===== config.mk =====
export PLATFORM = sky130hd
export DESIGN_NAME = pong_game_control_flat
export DESIGN_NICKNAME = d
export VERILOG_FILES = /design/src/rtl/pong_game_control_if.sv /design/src/rtl/pong_game_control.sv /design/src/flat_wrapper.sv
export SDC_FILE = /design/constraint.sdc
export NUM_CORES = 1
export LEC_CHECK = 0
export CORE_AREA = 2 2 93 68
export DETAILED_ROUTE_END_ITERATION = 6
export DIE_AREA = 0 0 95 70
export GPL_TIMING_DRIVEN = 0
export PLACE_DENSITY = 0.81
export SLEW_MARGIN = 20
export SYNTH_ARGS = -nofsm -noshare
export SYNTH_HDL_FRONTEND = slang
export SYNTH_SLANG_ARGS = --single-unit
export TNS_END_PERCENT = 30

===== constraint.sdc =====
create_clock -name clock -period 2.87 [get_ports clock]
set_clock_uncertainty 0.15 [all_clocks]
set_input_delay 0.574 -clock clock [delete_from_list [all_inputs] [get_ports clock]]
set_output_delay 0.574 -clock clock [all_outputs]
set_load 0.05 [all_outputs]

===== src/rtl/pong_game_control_if.sv =====
// Signal bundle between the ball/paddle stages, the pong game controller and the
// score display. The slave side is the controller.
interface pong_game_control_if;
  logic       start;
  logic [5:0] ball_x;
  logic [5:0] ball_y;
  logic [5:0] paddle1_y;
  logic [5:0] paddle2_y;
  logic       running;
  logic [3:0] score1;
  logic [3:0] score2;
  logic [1:0] winner;
  logic       point_pulse;

  modport master (
    output start, ball_x, ball_y, paddle1_y, paddle2_y,
    input  running, score1, score2, winner, point_pulse
  );

  modport slave (
    input  start, ball_x, ball_y, paddle1_y, paddle2_y,
    output running, score1, score2, winner, point_pulse
  );
endinterface


===== src/rtl/pong_game_control.sv =====
// Pong game-state controller: detects edge-column misses, keeps both scores,
// sequences serve pauses and game over, and gates the ball stage via running.
module pong_game_control #(
  parameter int GAME_WIDTH    = 40,
  parameter int GAME_HEIGHT   = 30,
  parameter int PADDLE_HEIGHT = 6,
  parameter int SCORE_LIMIT   = 9,
  parameter int PAUSE_CYCLES  = 25000000
) (
  input  logic                clock,
  input  logic                reset_n,
  pong_game_control_if.slave  pu
);

  localparam int         CNT_W     = $clog2(PAUSE_CYCLES);
  localparam logic [5:0] RIGHT_COL = 6'(GAME_WIDTH - 1);
  localparam logic [3:0] LIMIT     = 4'(SCORE_LIMIT);

  if (SCORE_LIMIT < 1 || SCORE_LIMIT > 15) begin : g_bad_limit
    $error("SCORE_LIMIT must be in 1..15");
  end
  if (PAUSE_CYCLES < 2) begin : g_bad_pause
    $error("PAUSE_CYCLES must be at least 2");
  end
  if (PADDLE_HEIGHT > GAME_HEIGHT) begin : g_bad_paddle
    $error("PADDLE_HEIGHT exceeds GAME_HEIGHT");
  end

  typedef enum logic [1:0] {IDLE, PLAY, POINT, OVER} state_t;

  state_t             state_q, state_d;
  logic [CNT_W-1:0]   cnt_q, cnt_d;
  logic [3:0]         score1_q, score1_d;
  logic [3:0]         score2_q, score2_d;
  logic [1:0]         winner_q, winner_d;
  logic               running_q, running_d;
  logic               pulse_q, pulse_d;
  logic               start_q;

  logic start_rise, hit1, hit2, miss1, miss2;

  // 7-bit compare so paddle_y + PADDLE_HEIGHT - 1 cannot wrap past 63.
  assign hit1 = ({1'b0, pu.ball_y} >= {1'b0, pu.paddle1_y}) &&
                ({1'b0, pu.ball_y} <= {1'b0, pu.paddle1_y} + 7'(PADDLE_HEIGHT - 1));
  assign hit2 = ({1'b0, pu.ball_y} >= {1'b0, pu.paddle2_y}) &&
                ({1'b0, pu.ball_y} <= {1'b0, pu.paddle2_y} + 7'(PADDLE_HEIGHT - 1));
  assign miss1      = (pu.ball_x == 6'd0) && !hit1;
  assign miss2      = (pu.ball_x == RIGHT_COL) && !hit2;
  assign start_rise = pu.start & ~start_q;

  always_comb begin
    state_d  = state_q;
    cnt_d    = cnt_q;
    score1_d = score1_q;
    score2_d = score2_q;
    winner_d = winner_q;
    pulse_d  = 1'b0;
    case (state_q)
      IDLE, OVER: begin
        if (start_rise) begin
          state_d  = PLAY;
          score1_d = 4'd0;
          score2_d = 4'd0;
          winner_d = 2'd0;
        end
      end
      PLAY: begin
        if (miss2) begin
          pulse_d = 1'b1;
          if (score1_q < LIMIT) score1_d = score1_q + 4'd1;
          if (score1_d == LIMIT) begin
            state_d  = OVER;
            winner_d = 2'd1;
          end else begin
            state_d = POINT;
            cnt_d   = '0;
          end
        end else if (miss1) begin
          pulse_d = 1'b1;
          if (score2_q < LIMIT) score2_d = score2_q + 4'd1;
          if (score2_d == LIMIT) begin
            state_d  = OVER;
            winner_d = 2'd2;
          end else begin
            state_d = POINT;
            cnt_d   = '0;
          end
        end
      end
      POINT: begin
        // Holding running low this long lets the ball stage recentre.
        if (cnt_q == CNT_W'(PAUSE_CYCLES - 1)) state_d = PLAY;
        else                                   cnt_d   = cnt_q + 1'b1;
      end
      default: state_d = IDLE;
    endcase
    running_d = (state_d == PLAY);
  end

  always_ff @(posedge clock or negedge reset_n) begin
    if (!reset_n) begin
      state_q   <= IDLE;
      cnt_q     <= '0;
      score1_q  <= 4'd0;
      score2_q  <= 4'd0;
      winner_q  <= 2'd0;
      running_q <= 1'b0;
      pulse_q   <= 1'b0;
      start_q   <= 1'b1;
    end else begin
      state_q   <= state_d;
      cnt_q     <= cnt_d;
      score1_q  <= score1_d;
      score2_q  <= score2_d;
      winner_q  <= winner_d;
      running_q <= running_d;
      pulse_q   <= pulse_d;
      start_q   <= pu.start;
    end
  end

  assign pu.running     = running_q;
  assign pu.score1      = score1_q;
  assign pu.score2      = score2_q;
  assign pu.winner      = winner_q;
  assign pu.point_pulse = pulse_q;

endmodule


===== src/flat_wrapper.sv =====
// flat-port wrapper written by rule: the top's interface ports become plain ports
module pong_game_control_flat 
#(
  parameter int GAME_WIDTH    = 40,
  parameter int GAME_HEIGHT   = 30,
  parameter int PADDLE_HEIGHT = 6,
  parameter int SCORE_LIMIT   = 9,
  parameter int PAUSE_CYCLES  = 25000000
)
  (clock, reset_n, pu_start, pu_ball_x, pu_ball_y, pu_paddle1_y, pu_paddle2_y, pu_running, pu_score1, pu_score2, pu_winner, pu_point_pulse);
  pong_game_control_if pu_i ();
  input  logic clock;
  input  logic reset_n;
  input wire logic [$bits(pu_i.start)-1:0] pu_start;
  input wire logic [$bits(pu_i.ball_x)-1:0] pu_ball_x;
  input wire logic [$bits(pu_i.ball_y)-1:0] pu_ball_y;
  input wire logic [$bits(pu_i.paddle1_y)-1:0] pu_paddle1_y;
  input wire logic [$bits(pu_i.paddle2_y)-1:0] pu_paddle2_y;
  output wire logic [$bits(pu_i.running)-1:0] pu_running;
  output wire logic [$bits(pu_i.score1)-1:0] pu_score1;
  output wire logic [$bits(pu_i.score2)-1:0] pu_score2;
  output wire logic [$bits(pu_i.winner)-1:0] pu_winner;
  output wire logic [$bits(pu_i.point_pulse)-1:0] pu_point_pulse;
  assign pu_i.start = pu_start;
  assign pu_i.ball_x = pu_ball_x;
  assign pu_i.ball_y = pu_ball_y;
  assign pu_i.paddle1_y = pu_paddle1_y;
  assign pu_i.paddle2_y = pu_paddle2_y;
  assign pu_running = pu_i.running;
  assign pu_score1 = pu_i.score1;
  assign pu_score2 = pu_i.score2;
  assign pu_winner = pu_i.winner;
  assign pu_point_pulse = pu_i.point_pulse;
  pong_game_control #(.GAME_WIDTH(GAME_WIDTH), .GAME_HEIGHT(GAME_HEIGHT), .PADDLE_HEIGHT(PADDLE_HEIGHT), .SCORE_LIMIT(SCORE_LIMIT), .PAUSE_CYCLES(PAUSE_CYCLES)) u_core (.clock(clock), .reset_n(reset_n), .pu(pu_i));
endmodule

After elaboration in Yosys (flattened, before gate mapping)
Cells that the tools add are included.
Widths: inputs -> output; s select.
{"block": "classes", "n_eq_ne": 18, "n_lt_le_gt_ge": 6, "n_addsub": 5, "bitwise": 2, "n_reduce_logical": 15, "mux": 35}
{"operator": "$mux 25", "count": 5}
{"operator": "$pmux 25 s2", "count": 1}
{"operator": "$mux 4", "count": 11}
{"operator": "$add 25x1->25 const B", "count": 1}
{"operator": "$eq 25x25->1 const B", "count": 1}
{"operator": "$mux 2", "count": 9}
{"operator": "$pmux 4 s2", "count": 2}
{"operator": "$add 6x3->7 const B", "count": 2}
{"operator": "$le 6x7->1", "count": 2}
{"operator": "$ge 6x6->1", "count": 2}
{"operator": "$reduce_and 5->1", "count": 2}
{"operator": "$add 4x1->4 const B", "count": 2}
{"operator": "$eq 4x4->1 const B", "count": 2}
{"operator": "$lt 4x4->1 const B", "count": 2}
{"operator": "$eq 6x6->1 const B", "count": 1}
{"operator": "$logic_not 6->1", "count": 1}
{"operator": "$ne 2x1->1 const B", "count": 3}
{"operator": "$ne 3x1->1 const B", "count": 2}
{"operator": "$ne 3x3->1 const B", "count": 2}
{"operator": "$pmux 2 s3", "count": 1}
{"operator": "$mux 1", "count": 5}
{"operator": "$eq 2x1->1 const B", "count": 2}
{"operator": "$eq 2x2->1 const B", "count": 2}
{"operator": "$logic_and 1x1->1", "count": 4}
{"operator": "other kinds (11)", "count": 14}
{"block": "totals", "reg_bits": 40, "out_inout_bits": 12, "wordCells": 89}

Longest topological paths before layout
{"block": "logic_depth", "word_depth": 14, "mapped_depth": 13, "mapped_depth_nobuf": 11}

Least setup slack after synthesis
Ideal clock, no wire load.
{"block": "synth_timing", "path_type": "input to register", "startpoint": "input pu_paddle2_y[0]", "endpoint": "register u_core.cnt_q[16]", "setup_time_ps": 96, "stages": 13, "slack_ps": -302, "arrival_ps": 2927, "cell_sequence": "ha_1 -> o21ai_0 -> xnor2_1 -> ha_1 -> nand3_1 -> a21o_1 -> a21oi_1 -> a211o_1 -> o211ai_2 -> or3_1 -> buf_6 -> buf_8 -> o31ai_1"}
{"block": "synth_via", "elab_chain_len": 7, "elab_cells_between_ends": 12}
{"item": "start: declaration", "line_no": "flat_wrapper.sv:18", "text": "input wire logic [$bits(pu_i.paddle2_y)-1:0] pu_paddle2_y;"}
{"item": "$add 6x3->7", "line_no": "pong_game_control.sv:46", "text": "({1'b0, pu.ball_y} <= {1'b0, pu.paddle2_y} + 7'(PADDLE_HEIGHT - 1));"}
{"item": "$le 6x7->1", "line_no": "pong_game_control.sv:46"}
{"item": "$logic_and 1x1->1 (*)", "line_no": "pong_game_control.sv:45", "text": "assign hit2 = ({1'b0, pu.ball_y} >= {1'b0, pu.paddle2_y}) &&"}
{"item": "$logic_not 1->1 (*)", "line_no": "pong_game_control.sv:48", "text": "assign miss2 = (pu.ball_x == RIGHT_COL) && !hit2;"}
{"item": "$logic_and 1x1->1 (*)", "line_no": "pong_game_control.sv:48"}
{"item": "$ne 3x3->1 (no line), or another cell as far along"}
{"item": "$reduce_and 5->1 (no line) or $pmux 25 s2 (tied branches)"}
{"item": "end signal: assignment", "line_no": "pong_game_control.sv:112", "text": "cnt_q <= cnt_d;"}
{"item": "end: declaration", "line_no": "pong_game_control.sv:32", "text": "logic [CNT_W-1:0] cnt_q, cnt_d;"}
Mark *: on every way between the ends. The rest lies on a longest branch, timed or not.
A chain may end at the register's enable or synchronous reset.

Final worst setup path
{"block": "layout_timing", "startpoint": "input pu_paddle2_y[1]", "endpoint": "register u_core.cnt_q[9]"}
The elaborated chain is that of the path after synthesis.

==> out/metrics.csv <==
metric,value,unit
worstMarginPinSlew,554.5,ps
final_nets,494,
cts-root-buf,clkbuf_8,
fin_util,73.90,%
reg2reg_from,u_core.pu.score1[0],
final_cell_mix,"37 x dfrtp_1, 30 x ha_1, 28 x inv_1",
min_to,u_core.cnt_q[24],
syn_avg_cell_area,8.552,sq um
critPathLaunchType,input port,
slew_headroom,63.04,%
async_flop_share,100.0,%
antenna_found_initial,0,
crit_path_max_fanout,4,
ios,39,
drc,0,
die_w,95,um
dieArea,0.006650,sq mm
rows,24,
hpwl,5.995,mm
clk_pin_slew,90,ps
ff2ff_setup_slack,-50,ps
ant_nets,0,
fillers,394,
drv_cap,0,
cp_data_required_time,2930,ps
clock_sinks,40,
hold_path_depth,1,
yosysUniqueCellTypes,56,
portBuffers,38,
grt_max_degree,32,
rr_worst_depth,12,
grt_pass1_vias,3068,
yosysTopAreaCellShare,30.93,%
core,0.005916,sq mm
finalHoldViolations,0,
ys_seq_area_share,31.76,%
grt_pass1_wl,14.85,mm
ys_warn_count,0,
power_density,435.2,mW/mm^2
worstSetupPathType,in2reg,
cts_tree,yes,
final_common_cell,dfrtp_1,
wl,9.503,mm
grt_remaining_overflow,0,
maxSlewViolCount,0,
drt_iter0_drc,280,
drt_pass1_iterations,5,
synth.largest_area_cell,dfrtp_1,
clockBufferDepth,2,
hold_path.class,reg2reg,
vias_per_cell,6.365,
synth_edf_count,0,
fin_ws,-168.0,ps
setup.worst_path.end_class,register,
die_y,70,um
start_util,53.34,%
gp_congestion,0.8688,
final_area,0.004372,sq mm
crit_arrival,3100,ps
grt.total_usage,28.57,%
drive_gt1_share,25.52,%
placed_cell_area,0.003707,sq mm
min_period,3038,ps
synth_nets,429,
min-delay-start,u_core.cnt_q[24],
numCtsBuffers,5,
htree_num_levels,2,
antenna_cells,0,
syn_inst,369,
p_leak,1.880,nW
final-setup-viol-count,29,
reg2reg_to,u_core.cnt_q[9],
period_share,105.9,%
ir_drop,0.3156,mV
status,finished with violations,
syn2layout_area_growth,38.54,%
clkLatencyLatePin,310,ps
vias,3265,
rsz0062_at_grt,yes,
violations,negative setup slack,
ys_ff_latch,40,
max_freq,329.2,MHz
wl_per_cell,18.52,um
synthTopCellsByArea,"dfrtp_1 31%, ha_1 13%, o21ai_0 6.0%",
syn_area,0.003156,sq mm
ys.flop_type,dfrtp_1,
-- metrics by stage --
step           power (mW)  std cells  hold WS (ps)  TNS (ps)  setup slack (ps)
2_1_floorplan      0.9982        369         128.4     -1133            -142.7
3_3_place_gp        1.177        485         320.5    -35150             -1107
3_5_place_dp        1.197        486         306.6    -37760             -1171
4_1_cts             1.818        511         355.2     -2915            -210.5
5_1_grt             1.982        513         369.3     -4757            -272.3
6_report            1.903        513         361.7     -2366            -168.0
-- worst max-delay path by stage --
stage / start / depth (start not counted) / end
2_1_floorplan: pu_paddle2_y[0] / 13 / u_core.cnt_q[11]
3_3_place_gp: pu_paddle2_y[0] / 13 / u_core.cnt_q[18]
3_5_place_dp: pu_paddle2_y[0] / 13 / u_core.cnt_q[13]
4_1_cts: pu_paddle2_y[1] / 14 / u_core.cnt_q[9]
5_1_grt: pu_paddle2_y[4] / 14 / u_core.cnt_q[9]
6_report: pu_paddle2_y[1] / 14 / u_core.cnt_q[9]
-- synthesized netlist by cell type, types with 3 or more instances --
library cell	instances
nor2_1	23
dfrtp_1	39
nand2b_1	4
inv_1	33
nand3_1	16
ha_1	33
o31ai_1	12
nor3_1	4
nand2_1	24
a21o_1	7
o41ai_1	7
o21ai_0	38
clkbuf_1	8
and2_1	9
a21oi_1	19
or2_2	3
nand3b_1	4
or3_1	3
o2111ai_1	5
nor4_1	4
xnor2_1	6
nand4_1	9
o31ai_2	3
a31oi_1	13
-- repair_timing --
action	4_1_cts	5_1_grt
hold buffers	1	0
cloned	3	0
buffers inserted	14	3
endpoints found under the hold margin	9	0
gates resized for setup	119	31
endpoints found under the setup margin	39	31
pin swaps	30	14
-- report_power, final --
| part | leakage [nW] | switching [mW] | total (mW) | internal, mW |
|---|---|---|---|---|
| clock | 0.0515 | 0.210 | 0.430 | 0.220 |
| combinational | 1.28 | 0.510 | 0.877 | 0.367 |
| sequential | 0.549 | 0.0142 | 0.596 | 0.582 |
-- critical path, cell delays in order --
cell and delay (ps):
buf_8 110, ha_4 160, buf_6 110, xor2_2 140, ha_1 330, a21oi_1 190
a21o_1 190, a21oi_4 90, o2111ai_4 240, o211ai_4 120, or3_4 370, buf_8 150
buf_6 120, o41ai_4 190
-- per-layer routing --
layer  wire length (um)  GRT usage, %  vias up
li1                   -             -     1513
met3                788         6.365       32
met5                  0             0        -
met1               4302         42.37     1554
met2               4242         41.84      166
met4                169         8.052        0
-- state kept, by name, summed over array words and instances (netlist names) --
| name | cells |
|---|---|
| u_core.cnt_q | 25 |
| u_core.pu.score1 | 4 |
| u_core.pu.score2 | 4 |
| u_core.pu.winner | 2 |
| u_core.state_q | 2 |
| u_core.pu.point_pulse | 1 |
| u_core.pu.running | 1 |
| u_core.start_q | 1 |
-- cell type report --
cell class	count	area (sq um)	area share, %
Inverter	33	123.9	2.833
Tap cell	78	97.59	2.232
Buffer	11	112.6	2.576
Multi-Input combinational cell	284	2364	54.06
Clock buffer	8	100.1	2.290
Timing Repair Buffer	59	569.3	13.02
Sequential cell	40	1005	22.98
-- kinds of logic after synthesis --
family / synth area share [%]
buffers and inverters: 6.027
multiplexers: 0.9913
AND/OR/NAND/NOR: 19.39
adder cells (fa/ha/maj): 13.08
AO/OA/AOI/OAI: 26.53
XOR/XNOR: 2.221
flip-flops: 31.76
No activity file was read; power rests on OpenSTA's default activity.
